===== src/rtl/sp_ram_arb_pkg.sv =====
// Shared types for the two-port single-port-RAM arbiter: port identifiers and
// the per-cycle response record.
package sp_ram_arb_pkg;

    typedef enum logic {
        PORT_A = 1'b0,
        PORT_B = 1'b1
    } port_e;

    typedef struct packed {
        logic  valid;
        port_e port;
        logic  read;
    } resp_t;

endpackage


===== src/rtl/rr_arb2.sv =====
// Two-requester round-robin arbiter. Grant is combinational from req and prio_q;
// prio_q flips to the loser only when both ports contend.
module rr_arb2
    import sp_ram_arb_pkg::*;
(
    input  logic       clk,
    input  logic       rstn_i,
    input  logic [1:0] req,
    output logic [1:0] gnt,
    output port_e      gnt_idx
);

    port_e prio_q;

    // Grant selection: a lone requester always wins, contention resolved by prio_q
    always_comb begin
        gnt     = 2'b00;
        gnt_idx = PORT_A;
        if (!rstn_i) begin
            gnt     = 2'b00;
            gnt_idx = PORT_A;
        end else begin
            case (req)
                2'b01: begin
                    gnt     = 2'b01;
                    gnt_idx = PORT_A;
                end
                2'b10: begin
                    gnt     = 2'b10;
                    gnt_idx = PORT_B;
                end
                2'b11: begin
                    gnt     = (prio_q == PORT_A) ? 2'b01 : 2'b10;
                    gnt_idx = prio_q;
                end
                default: begin
                    gnt     = 2'b00;
                    gnt_idx = PORT_A;
                end
            endcase
        end
    end

    // Priority hand-over: the port that lost a contended cycle wins the next one
    always_ff @(posedge clk) begin
        if (!rstn_i) begin
            prio_q <= PORT_A;
        end else if (req == 2'b11) begin
            prio_q <= (prio_q == PORT_A) ? PORT_B : PORT_A;
        end else begin
            prio_q <= prio_q;
        end
    end

endmodule


===== src/rtl/sp_ram_arb.sv =====
// Round-robin front end for a single-port RAM: muxes the granted port onto the
// RAM, routes the one-cycle-latency response back and holds each port's last read.
module sp_ram_arb
    import sp_ram_arb_pkg::*;
#(
    parameter int RAM_SIZE   = 32768,
    parameter int ADDR_WIDTH = $clog2(RAM_SIZE),
    parameter int DATA_WIDTH = 32
) (
    input  logic                    clk,
    input  logic                    rstn_i,

    input  logic                    a_req_i,
    output logic                    a_gnt_o,
    input  logic [ADDR_WIDTH-1:0]   a_addr_i,
    input  logic                    a_we_i,
    input  logic [DATA_WIDTH/8-1:0] a_be_i,
    input  logic [DATA_WIDTH-1:0]   a_wdata_i,
    output logic                    a_rvalid_o,
    output logic [DATA_WIDTH-1:0]   a_rdata_o,

    input  logic                    b_req_i,
    output logic                    b_gnt_o,
    input  logic [ADDR_WIDTH-1:0]   b_addr_i,
    input  logic                    b_we_i,
    input  logic [DATA_WIDTH/8-1:0] b_be_i,
    input  logic [DATA_WIDTH-1:0]   b_wdata_i,
    output logic                    b_rvalid_o,
    output logic [DATA_WIDTH-1:0]   b_rdata_o,

    output logic                    ram_en_o,
    output logic [ADDR_WIDTH-1:0]   ram_addr_o,
    output logic                    ram_we_o,
    output logic [DATA_WIDTH/8-1:0] ram_be_o,
    output logic [DATA_WIDTH-1:0]   ram_wdata_o,
    input  logic [DATA_WIDTH-1:0]   ram_rdata_i
);

    logic [1:0]            gnt;
    port_e                 gnt_idx;
    resp_t                 resp_q;
    logic [DATA_WIDTH-1:0] a_hold_q;
    logic [DATA_WIDTH-1:0] b_hold_q;
    logic                  a_rd_resp;
    logic                  b_rd_resp;

    rr_arb2 u_arb (
        .clk     (clk),
        .rstn_i  (rstn_i),
        .req     ({b_req_i, a_req_i}),
        .gnt     (gnt),
        .gnt_idx (gnt_idx)
    );

    assign a_gnt_o  = gnt[0];
    assign b_gnt_o  = gnt[1];
    assign ram_en_o = a_gnt_o | b_gnt_o;

    // Payload mux from the granted port; idle RAM bus is forced to zero
    always_comb begin
        ram_addr_o  = '0;
        ram_we_o    = 1'b0;
        ram_be_o    = '0;
        ram_wdata_o = '0;
        if (a_gnt_o) begin
            ram_addr_o  = a_addr_i;
            ram_we_o    = a_we_i;
            ram_be_o    = a_be_i;
            ram_wdata_o = a_wdata_i;
        end else if (b_gnt_o) begin
            ram_addr_o  = b_addr_i;
            ram_we_o    = b_we_i;
            ram_be_o    = b_be_i;
            ram_wdata_o = b_wdata_i;
        end else begin
            ram_addr_o  = '0;
            ram_we_o    = 1'b0;
            ram_be_o    = '0;
            ram_wdata_o = '0;
        end
    end

    // Responses are gated by rstn_i so a grant just before reset never completes
    assign a_rvalid_o = rstn_i & resp_q.valid & (resp_q.port == PORT_A);
    assign b_rvalid_o = rstn_i & resp_q.valid & (resp_q.port == PORT_B);
    assign a_rd_resp  = a_rvalid_o & resp_q.read;
    assign b_rd_resp  = b_rvalid_o & resp_q.read;

    // Read data: live RAM data on a read response, otherwise the held value
    always_comb begin
        a_rdata_o = '0;
        b_rdata_o = '0;
        if (!rstn_i) begin
            a_rdata_o = '0;
            b_rdata_o = '0;
        end else begin
            a_rdata_o = a_rd_resp ? ram_rdata_i : a_hold_q;
            b_rdata_o = b_rd_resp ? ram_rdata_i : b_hold_q;
        end
    end

    // Response record captures this cycle's grant for next cycle's rvalid
    always_ff @(posedge clk) begin
        if (!rstn_i) begin
            resp_q <= '0;
        end else begin
            resp_q.valid <= ram_en_o;
            resp_q.port  <= gnt_idx;
            resp_q.read  <= ram_en_o & ~ram_we_o;
        end
    end

    // Hold registers track the last read data per port; writes leave them alone
    always_ff @(posedge clk) begin
        if (!rstn_i) begin
            a_hold_q <= '0;
            b_hold_q <= '0;
        end else begin
            if (a_rd_resp) a_hold_q <= ram_rdata_i;
            if (b_rd_resp) b_hold_q <= ram_rdata_i;
        end
    end

endmodule


===== config.mk =====
export PLATFORM = sky130hd
export DESIGN_NAME = sp_ram_arb
export DESIGN_NICKNAME = d
export VERILOG_FILES = /design/src/rtl/sp_ram_arb_pkg.sv /design/src/rtl/rr_arb2.sv /design/src/rtl/sp_ram_arb.sv
export SDC_FILE = /design/constraint.sdc
export NUM_CORES = 1
export LEC_CHECK = 0
export BUFFER_PORTS_ARGS = -buffer_cell sky130_fd_sc_hd__buf_2
export CORE_AREA = 2 2 101 103
export CTS_BUF_LIST = sky130_fd_sc_hd__clkbuf_8
export DETAILED_ROUTE_END_ITERATION = 16
export DIE_AREA = 0 0 103 105
export GPL_ROUTABILITY_DRIVEN = 0
export PLACE_DENSITY = 0.7
export SLEW_MARGIN = 20
export SYNTH_ARGS = -nofsm -noshare
export SYNTH_HDL_FRONTEND = slang
export SYNTH_HIERARCHICAL = 1
export SYNTH_SLANG_ARGS = --single-unit

===== constraint.sdc =====
create_clock -name clk -period 1.42 [get_ports clk]
set_input_delay 0.213 -clock clk [delete_from_list [all_inputs] [get_ports clk]]
set_output_delay 0.213 -clock clk [all_outputs]
set_load 0.005 [all_outputs]

==> results of run 1 <==
-- final cells by class --
| type | count | area, um2 |
|---|---|---|
| Antenna cell | 2 | 5.00 |
| Clock buffer | 10 | 138 |
| Clock inverter | 5 | 46.3 |
| Fill cell | 758 | 3460 |
| Inverter | 1 | 6.26 |
| Multi-Input combinational cell | 235 | 2230 |
| Sequential cell | 68 | 1370 |
| Tap cell | 133 | 166 |
| Timing Repair Buffer | 332 | 2210 |
-- sequential cells by signal, indices dropped and copies added, names as in the netlist --
| register | cells |
|---|---|
| a_hold_q | 32 |
| b_hold_q | 32 |
| resp_q | 3 |
| u_arb/prio_q | 1 |
-- what timing repair did --
item	CTS	global route
endpoints found under the setup margin	119	120
buffers inserted	30	16
resized for setup	62	86
pin swaps	1	10
gates cloned	6	3
hold buffers	0	0
-- worst register-to-register path, cell delays in order, from the launching register on --
cell and delay (ns):
dfxtp_2 0.32, nand3b_1 0.20, buf_6 0.18, buf_16 0.15, mux2i_4 0.18, buf_4 0.14
buf_4 0.12, buf_4 0.12
-- cell usage after synthesis --
library cell / number
buf_4: 5
o21a_1: 1
nor2_1: 1
clkbuf_1: 1
buf_12: 3
nand2_1: 103
inv_1: 1
nand2b_1: 1
and3_1: 1
nor3b_1: 1
and2_1: 2
dfxtp_1: 68
a21oi_1: 3
a22o_1: 51
or2_2: 1
and3_2: 1
buf_2: 18
nor2b_1: 2
mux2i_1: 65
o21ai_0: 1
buf_6: 4
nand3b_1: 1
-- worst min path at each step --
stage	to	slack (ns)	cells past startpoint
after floorplan	u_arb/prio_q$_SDFFE_PN0N_	0.36	2
after global placement	b_hold_q[30]$_DFF_P_	0.45	2
after detailed placement	b_hold_q[30]$_DFF_P_	0.46	2
after CTS	b_hold_q[20]$_DFF_P_	0.15	3
after global routing	u_arb/prio_q$_SDFFE_PN0N_	0.20	3
final	a_hold_q[20]$_DFF_P_	0.17	3
-- power by group through the flow --
| stage | registers [mW] | logic, mW | clock network, mW |
|---|---|---|---|
| floorplan | 1.97 | 0.272 | 0 |
| global placement | 1.97 | 0.653 | 0 |
| detailed placement | 1.97 | 0.663 | 0 |
| CTS | 1.93 | 0.732 | 1.54 |
| global route | 1.93 | 0.892 | 1.62 |
| finish | 1.93 | 0.840 | 1.52 |
-- logic make-up (layout without fill, tap and decap cells) --
group                  Yosys count  count (layout)  share of synthesized area (%)
AOI/OAI and AO/OA               56              56                           14.9
buffers and inverters           32             348                           7.55
DFF                             68              68                           42.8
muxes                           65              65                           20.4
other                            0               2                              0
and+or+nand+nor                114             114                           14.3
-- per-layer routing --
metal | GRT usage, % | part of all wire (%)
met3 | 8.23 | 8.5
met1 | 25.6 | 36
met5 | 0 | 0.25
met4 | 6.67 | 1.8
met2 | 39.3 | 54
==> flow_metrics.py, run 1 <==
metrics = {
    "power": {
        "power.internal_mw": 3.19,
        "netSwitchingPower_mw": 1.09,
        "power-per-cell-area_nw_per_um2": 694,
        "p_total_mw": 4.29,
        "p_sw_share_pct": 25.5,
        "pwr-share-seq_pct": 45.0,
        "ir_worst_vdd_mv": 0.411,
        "power_leakage_nw": 3.05,
        "pwr-share-clk_pct": 35.4,
        "p_comb_share_pct": 19.6,
    },
    "critical_path": {
        "cp_num_cells": 7,
        "arrival_ns": 1.69,
        "path_class": "reg2out",
        "worstSetupEndpoint": "ram_wdata_o[27]",
        "cp_max_fo": 8,
        "critPathBufInv": 4,
        "cpLargestDelayFamily": "buffers and inverters",
        "required_ns": 1.21,
        "crit_start": "u_arb/prio_q$_SDFFE_PN0N_",
        "crit_chain": "buf_4 -> a21oi_4 -> nor2b_4 -> buf_12 -> buf_16 -> a22o_1 -> buf_2",
        "max_stage_delay_ns": 0.36,
        "r2r-start": "resp_q[1]$_SDFF_PN0_",
        "critPathLaunchType": "register",
        "r2r_slack_ns": -0.08,
        "slowest_stage": "dfxtp_4",
        "reg2reg_depth": 7,
        "rr_endpoint": "a_hold_q[28]$_DFF_P_",
        "critPathCaptureType": "output port",
    },
    "clocking": {
        "clock_path_buffers": 2,
        "clk_pin_slew_ns": 0.07,
        "cts_sinks": 68,
        "htree_levels": 3,
        "clk_latency_ns": 0.34,
        "cts_inserted_buffers": 9,
        "cts_root_buf": "clkbuf_8",
        "tritoncts": "done",
    },
    "route": {
        "drcViolationCount": 0,
        "ant_nets": 0,
        "drtIter0Drc": 247,
        "via_count": 3841,
        "first_pass_iters": 4,
        "vias_per_cell": 4.89,
        "wire_per_inst_um": 18.6,
        "routed_wl_mm": 14.7,
    },
    "grt": {
        "grt_pass1_vias": 3608,
        "grt-ovfl-total": 0,
        "grt_first_pass_wirelength_mm": 18.8,
        "grtUsageTotal_pct": 22.7,
        "grt_max_degree": 41,
        "antenna_found_initial": 4,
    },
    "placed_design": {
        "portBuffers": 260,
        "hpwlAfterDp_mm": 9.43,
        "pre_cts_ws_ns": -0.143,
        "dpl.cell_count": 718,
        "placed_area_um2": 4680,
    },
    "floorplan": {
        "die_h_um": 105,
        "initial_core_util_pct": 33.0,
        "die_area_um2": 10800,
        "fp.dieW_um": 103,
        "rows": 36,
        "ioPinCount": 261,
        "core_area_um2": 9640,
    },
    "min_path": {
        "worstHoldStart": "ram_rdata_i[20]",
        "min_path_type": "in2reg",
    },
    "cells_and_area": {
        "final_cell_area_um2": 6180,
        "layout.cells.most_common": "buf_2",
        "drive_gt1_share_pct": 63.4,
        "fin_nets": 787,
        "syn2layout_area_growth_pct": 94.0,
        "final_cell_mix": "buf_2 (256), nand2_1 (102), dfxtp_1 (64)",
        "fin_cells": 786,
        "post-route-util_pct": 64.1,
    },
    "timing": {
        "worst_slack_ns": -0.485,
        "tns_ns": -43.04,
        "worstMarginPinSlew_ns": 0.328,
        "layout_min_cycle_time_ns": 1.91,
        "hold_viol_final": 0,
        "finClkSkew_ns": 0.00699,
        "relSlewSlack_pct": 78.1,
        "setup_viol_count_final": 119,
        "hold_ws_ns": 0.174,
        "slew_viol_final": 0,
        "fin_crit_sh_pct": 134,
        "fmax_mhz": 525,
        "rsz0062_at_grt": "yes",
    },
    "synthesis": {
        "syn_area_per_cell_um2": 9.50,
        "ys_ff_latch": 68,
        "synth_area_um2": 3180,
        "synth_area_leaders": "dfxtp_1 (43%), mux2i_1 (20%), a22o_1 (14%)",
        "syn_nets": 475,
        "synth_top_area_share_pct": 42.8,
        "syn_inst": 335,
        "yosysUniqueCellTypes": 22,
        "seq_area_frac_synth_pct": 42.8,
        "yosys_warnings": 6,
        "synth_top_cell_by_area": "dfxtp_1",
    },
    "status": {
        "violations": "setup timing",
        "outcome": "finished, violations left",
    },
    "flow_run": {
        "max_cap_violations": 0,
    },
}
No activity file was read; power rests on OpenSTA's default activity.
==> run 2, diff against run 1 <==
--- a/config.mk
+++ b/config.mk
@@ -5,13 +5,15 @@
 export SDC_FILE = /design/constraint.sdc
 export NUM_CORES = 1
 export LEC_CHECK = 0
-export BUFFER_PORTS_ARGS = -buffer_cell sky130_fd_sc_hd__buf_2
-export CORE_AREA = 2 2 101 103
+export ABC_AREA = 1
+export ABC_CLOCK_PERIOD_IN_PS = 1420
+export BUFFER_PORTS_ARGS = -buffer_cell sky130_fd_sc_hd__clkbuf_2
+export CORE_AREA = 2 2 100 102
 export CTS_BUF_LIST = sky130_fd_sc_hd__clkbuf_8
 export DETAILED_ROUTE_END_ITERATION = 16
-export DIE_AREA = 0 0 103 105
+export DIE_AREA = 0 0 102 104
 export GPL_ROUTABILITY_DRIVEN = 0
-export PLACE_DENSITY = 0.7
+export PLACE_DENSITY = 0.78
 export SLEW_MARGIN = 20
 export SYNTH_ARGS = -nofsm -noshare
 export SYNTH_HDL_FRONTEND = slang
==> flow_metrics.py, run 2 <==
metrics = {
    "route": {
        "wire_per_inst_um": 17.3,
        "routed_wl_mm": 18.9,
        "vias_per_cell": 4.99,
        "first_pass_iters": 5,
        "via_count": 5456,
        "drcViolationCount": 0,
        "ant_nets": 0,
        "drtIter0Drc": 287,
    },
    "timing": {
        "slew_viol_final": 0,
        "setup_viol_count_final": 122,
        "fmax_mhz": 539,
        "tns_ns": -40.38,
        "worstMarginPinSlew_ns": 0.353,
        "layout_min_cycle_time_ns": 1.85,
        "hold_viol_final": 0,
        "finClkSkew_ns": 0.0164,
        "worst_slack_ns": -0.434,
        "relSlewSlack_pct": 76.5,
        "hold_ws_ns": 0.213,
        "rsz0062_at_grt": "yes",
        "fin_crit_sh_pct": 131,
    },
    "floorplan": {
        "die_h_um": 104,
        "die_area_um2": 10600,
        "initial_core_util_pct": 39.7,
        "fp.dieW_um": 102,
        "core_area_um2": 9550,
        "rows": 36,
        "ioPinCount": 261,
    },
    "cells_and_area": {
        "syn2layout_area_growth_pct": 94.9,
        "ff_latch_area_um2": 1380,
        "final_cell_mix": "clkbuf_2 (218), nand2_1 (163), inv_1 (96)",
        "post-route-util_pct": 77.3,
        "num-fill-cells": 673,
        "multiInputGateArea_um2": 2600,
        "drive_gt1_share_pct": 56.7,
        "layout.cells.most_common": "clkbuf_2",
        "fin_nets": 1094,
        "reg_top3": "a_hold_q (32), b_hold_q (32), resp_q (3)",
        "final_cell_area_um2": 7390,
    },
    "grt": {
        "grtUsageTotal_pct": 31.5,
        "grt_first_pass_wirelength_mm": 25.9,
        "antenna_found_initial": 1,
        "grt_max_degree": 37,
        "grt_pass1_vias": 4984,
        "grt-ovfl-total": 0,
    },
    "synthesis": {
        "synth_area_leaders": "dfxtp_1 (36%), nand2_1 (20%), nand3_1 (16%)",
        "synth_area_um2": 3790,
        "syn_nets": 785,
        "synth_common_cells": "nand2_1 (205), nand3_1 (118), inv_1 (101)",
        "syn_inst": 645,
        "synth_ff_type": "dfxtp_1",
        "synth_top_family_by_area": "simple AND/OR/NAND/NOR gates",
        "syn_area_per_cell_um2": 5.88,
        "synth_xor_area_share_pct": 0,
        "yosys_warnings": 6,
        "async_flop_share_pct": 0,
        "yosysUniqueCellTypes": 16,
        "synth_edf_count": 0,
        "synth-compound-area-share_pct": 0.528,
        "synth_top_cell_by_area": "dfxtp_1",
        "synthAdderAreaFrac_pct": 0,
        "synth_top_area_share_pct": 35.9,
        "synth-simple-area-share_pct": 47.1,
        "seq_area_frac_synth_pct": 35.9,
        "yosysMostFrequentCell": "nand2_1",
        "ys_ff_latch": 68,
        "synthMuxAreaShare_pct": 0,
    },
    "critical_path": {
        "critPathCaptureType": "output port",
        "r2r_slack_ns": -0.01,
        "rr_endpoint": "a_hold_q[27]$_DFF_P_",
        "crit_chain": "inv_4 -> nand4_4 -> buf_2 -> nand2_1 -> inv_1 -> nor2_2 -> clkbuf_2",
        "max_stage_delay_ns": 0.37,
        "slowest_stage": "dfxtp_4",
        "critPathLaunchType": "register",
        "critPathBufInv": 4,
        "path_class": "reg2out",
        "reg2reg_depth": 9,
        "cp_max_fo": 7,
        "worstSetupEndpoint": "a_rdata_o[30]",
        "arrival_ns": 1.64,
        "cp_num_cells": 7,
        "r2r-start": "resp_q[2]$_SDFF_PN0_",
        "required_ns": 1.21,
        "cpLargestDelayFamily": "buffers and inverters",
        "crit_start": "resp_q[1]$_SDFF_PN0_",
    },
    "clocking": {
        "clk_pin_slew_ns": 0.08,
        "clock_path_buffers": 2,
        "clk_latency_ns": 0.35,
        "cts-hold-fix-buffers": 0,
        "cts_root_buf": "clkbuf_8",
        "cts_inserted_buffers": 9,
        "tritoncts": "done",
        "htree_levels": 3,
        "cts_sinks": 68,
    },
    "flow_run": {
        "max_cap_violations": 0,
    },
    "power": {
        "power-per-cell-area_nw_per_um2": 654,
        "power_leakage_nw": 3.81,
        "ir_worst_vdd_mv": 0.455,
    },
    "min_path": {
        "min_path_type": "in2reg",
    },
    "placed_design": {
        "placed_area_um2": 5340,
        "portBuffers": 260,
        "hpwlAfterDp_mm": 10.9,
    },
    "status": {
        "outcome": "finished, violations left",
        "violations": "setup timing",
    },
}
run 2: worst min-delay path, delay by kind of cell:
kind                   cells  cell delay, ns
buffers and inverters      2            0.14
and+or+nand+nor            3            0.17
run 2: cell families (layout without fill, tap and decap cells):
| kind of cell | Yosys count | after routing |
|---|---|---|
| and+or+nand+nor | 427 | 427 |
| AOI/OAI and AO/OA | 4 | 4 |
| DFF | 68 | 68 |
| other | 0 | 1 |
| buffers and inverters | 146 | 460 |
run 2: worst min path at each step:
stage | start | end | depth (start not counted)
after floorplan | rstn_i | u_arb/prio_q$_SDFFE_PN0N_ | 2
after global routing | b_req_i | u_arb/prio_q$_SDFFE_PN0N_ | 3
after detailed placement | b_hold_q[24]$_DFF_P_ | b_hold_q[24]$_DFF_P_ | 2
after CTS | ram_rdata_i[9] | a_hold_q[9]$_DFF_P_ | 5
after global placement | b_hold_q[0]$_DFF_P_ | b_hold_q[0]$_DFF_P_ | 2
final | ram_rdata_i[9] | b_hold_q[9]$_DFF_P_ | 5
run 2: what timing repair did:
item                       in CTS  in global routing
setup buffers                  20                 11
pin swaps                      20                 31
cloned                         20                  6
hold endpoints to repair        0                  0
setup endpoints to repair     121                122
resized for setup             146                182
run 2: routing by layer:
layer	wire (um)	share of wire (%)	GRT usage, %
met2	9210	49	53.9
met1	6790	36	35.9
met3	1790	9.5	9.68
met4	1080	5.7	12.7
met5	0	0	0
run 2: report_power, final:
group / total, mW / internal [mW] / switching, mW
sequential: 1.94 / 1.92 / 0.0190
clock: 1.59 / 0.805 / 0.783
combinational: 1.30 / 0.628 / 0.676
run 2: area by class of cell:
type                            instances  area share (%)
Clock buffer                            9            1.68
Clock inverter                          7           0.915
Sequential cell                        68            18.6
Multi-Input combinational cell        431            35.3
Inverter                              102            5.42
Tap cell                              133            2.25
Timing Repair Buffer                  342            35.8
Antenna cell                            1          0.0339
run 2: metrics by stage:
stage / power (mW) / setup WS, ns / std cells
after floorplan: 2.34 / -0.000287 / 645
after global placement: 2.77 / -0.123 / 1024
after detailed placement: 2.78 / -0.147 / 1024
after CTS: 4.64 / -0.359 / 1080
after global routing: 5.01 / -0.531 / 1093
final: 4.83 / -0.434 / 1093
==> run 3, diff against run 2 <==
--- a/config.mk
+++ b/config.mk
@@ -8,14 +8,13 @@
 export ABC_AREA = 1
 export ABC_CLOCK_PERIOD_IN_PS = 1420
 export BUFFER_PORTS_ARGS = -buffer_cell sky130_fd_sc_hd__clkbuf_2
-export CORE_AREA = 2 2 100 102
+export CORE_AREA = 2 2 102 104
 export CTS_BUF_LIST = sky130_fd_sc_hd__clkbuf_8
 export DETAILED_ROUTE_END_ITERATION = 16
-export DIE_AREA = 0 0 102 104
+export DIE_AREA = 0 0 104 106
 export GPL_ROUTABILITY_DRIVEN = 0
-export PLACE_DENSITY = 0.78
+export PLACE_DENSITY = 0.74
 export SLEW_MARGIN = 20
 export SYNTH_ARGS = -nofsm -noshare
 export SYNTH_HDL_FRONTEND = slang
-export SYNTH_HIERARCHICAL = 1
 export SYNTH_SLANG_ARGS = --single-unit
==> flow_metrics.py, run 3 <==
metrics = {
    "cells_and_area": {
        "syn2layout_area_growth_pct": 94.1,
        "final_cell_area_um2": 7160,
        "fin_nets": 1084,
        "final_cell_mix": "clkbuf_2 (212), nand2_1 (131), inv_1 (92)",
        "layout.cells.most_common": "clkbuf_2",
        "reg_top3": "a_hold_q (32), b_hold_q (32), resp_q (3)",
        "num-fill-cells": 775,
        "drive_gt1_share_pct": 57.2,
        "diodes": 0,
    },
    "timing": {
        "rsz0062_at_grt": "yes",
        "hold_viol_final": 0,
        "relSlewSlack_pct": 83.3,
        "worst_slack_ns": -0.358,
        "layout_min_cycle_time_ns": 1.78,
        "fmax_mhz": 562,
        "setup_viol_count_final": 120,
        "finClkSkew_ns": 0.0104,
        "worstMarginPinSlew_ns": 0.251,
        "slew_viol_final": 0,
        "fin_crit_sh_pct": 125,
        "tns_ns": -33.82,
    },
    "placed_design": {
        "portBuffers": 260,
        "placed_area_um2": 5240,
        "hpwlAfterDp_mm": 9.63,
    },
    "grt": {
        "grt_pass1_vias": 4583,
        "antenna_found_initial": 0,
        "grt_max_degree": 45,
        "grtUsageTotal_pct": 24.2,
        "grt_first_pass_wirelength_mm": 21.5,
        "grt-ovfl-total": 0,
    },
    "route": {
        "routed_wl_mm": 16.2,
        "dr_wl_met3_mm": 1.04,
        "first_pass_iters": 4,
        "highest_layer": "met4",
        "wire_per_inst_um": 14.9,
        "ant_nets": 0,
        "met2_length_mm": 8.93,
        "wl_met1_mm": 5.61,
        "drtIter0Drc": 264,
        "vias_per_cell": 4.70,
        "via_count": 5099,
        "drcViolationCount": 0,
    },
    "synthesis": {
        "seq_area_frac_synth_pct": 36.9,
        "synth_area_leaders": "dfxtp_1 (37%), nand2_1 (26%), inv_1 (10%)",
        "yosysMostFrequentCell": "nand2_1",
        "syn_area_per_cell_um2": 5.77,
        "syn_inst": 639,
        "ys_ff_latch": 68,
        "synth_top_cell_by_area": "dfxtp_1",
        "synth_area_um2": 3690,
        "async_flop_share_pct": 0,
        "synth_top_area_share_pct": 36.9,
        "synth_ff_type": "dfxtp_1",
        "yosys_warnings": 0,
        "synth_edf_count": 0,
        "yosysUniqueCellTypes": 17,
        "syn_nets": 779,
        "synth_common_cells": "nand2_1 (256), inv_1 (103), nor2_1 (98)",
    },
    "floorplan": {
        "die_area_um2": 11000,
        "core_area_um2": 10000,
        "initial_core_util_pct": 36.9,
        "fp.dieW_um": 104,
        "die_h_um": 106,
        "rows": 37,
        "ioPinCount": 261,
    },
    "power": {
        "power-per-cell-area_nw_per_um2": 783,
        "power_leakage_nw": 4.06,
        "ir_worst_vdd_mv": 0.404,
    },
    "clocking": {
        "cts_root_buf": "clkbuf_8",
        "clk_pin_slew_ns": 0.07,
        "tritoncts": "done",
        "clock_path_buffers": 2,
        "cts_inserted_buffers": 9,
        "cts_sinks": 68,
        "clk_latency_ns": 0.33,
        "htree_levels": 3,
        "cts-hold-fix-buffers": 0,
    },
    "critical_path": {
        "max_stage_delay_ns": 0.37,
        "required_ns": 1.21,
        "path_class": "reg2out",
        "critPathLaunchType": "register",
        "critPathCaptureType": "output port",
        "crit_chain": "nand2_4 -> nor2_4 -> buf_6 -> buf_12 -> nand3_1 -> nand2_1 -> nor2_2 -> clkbuf_2",
        "arrival_ns": 1.57,
        "cp_max_fo": 7,
        "slowest_stage": "dfxtp_4",
        "critPathBufInv": 3,
        "cpLargestDelayFamily": "simple AND/OR/NAND/NOR gates",
    },
    "status": {
        "outcome": "finished, violations left",
        "violations": "setup timing",
    },
    "flow_run": {
        "max_cap_violations": 0,
    },
    "min_path": {
        "min_path_type": "in2reg",
    },
}
run 3: changes by cell type in the layout (fill, tap and decap cells not counted), moves of 7 or more:
cell and delta:
inv_2 +9, nor2_2 -12, nor2_1 +8, nand2_2 +43, buf_2 +7, nand2_4 +40, nand2_1 -32, nand3_2 -61
nand3_4 -8, nand3_1 +18
run 3: worst paths after layout:
path	start	depth (start not counted)	slack, ns	to
max	resp_q[2]$_SDFF_PN0_	8	-0.36	a_rdata_o[21]
min	a_req_i	3	0.19	u_arb.prio_q$_SDFFE_PN0N_
max reg2reg	resp_q[2]$_SDFF_PN0_	10	-0.06	a_hold_q[29]$_DFF_P_
min reg2reg	b_hold_q[21]$_DFF_P_	2	0.48	b_hold_q[21]$_DFF_P_
run 3: per-layer routing:
layer	vias up	GRT usage, %
met5	-	0
met4	0	8.40
met3	48	5.58
met2	233	46.3
met1	2334	25.8
li1	2484	-
run 3: cells by family after synthesis:
group	Yosys count	share of synthesized area, %
and+or+nand+nor	426	46.3
buffers and inverters	142	16.1
DFF	68	36.9
AOI/OAI and AO/OA	3	0.713
run 3: what timing repair did:
action | in CTS | in global routing
pin swaps | 47 | 62
setup buffers | 19 | 13
endpoints found under the setup margin | 120 | 121
resized for setup | 97 | 252
cloned | 11 | 10
run 3: area by class of cell:
class                           count  area, um2  area share, %
Clock buffer                        9        124           1.73
Timing Repair Buffer              331       2440           34.1
Clock inverter                      7        140           1.96
Multi-Input combinational cell    429       2500           35.0
Inverter                          105        407           5.68
Sequential cell                    68       1370           19.2
Tap cell                          136        170           2.38
run 3: tightest hold or removal path, stage by stage:
cell      delay (ns)
clkbuf_2        0.12
nand2_1         0.09
a21oi_1         0.06
run 3: metrics by stage:
step           setup WS [ns]  util [%]  total power [mW]  hold WS [ns]  instances
6_report              -0.358      71.6              5.60         0.189       1085
5_1_grt               -0.437      71.6              5.85         0.212       1085
4_1_cts               -0.312      61.7              5.27         0.149       1065
3_5_place_dp         -0.0294      52.4              2.99         0.475       1019
3_3_place_gp        -0.00244      52.4              2.99         0.469       1019
2_1_floorplan          0.220         -              2.50         0.368        639
run 3: where the power goes:
group          total [mW]  switching [mW]  internal, mW
registers            2.00          0.0252          1.97
clock network        2.09           0.745          1.34
logic                1.52           0.795         0.725
total                5.60            1.57          4.04
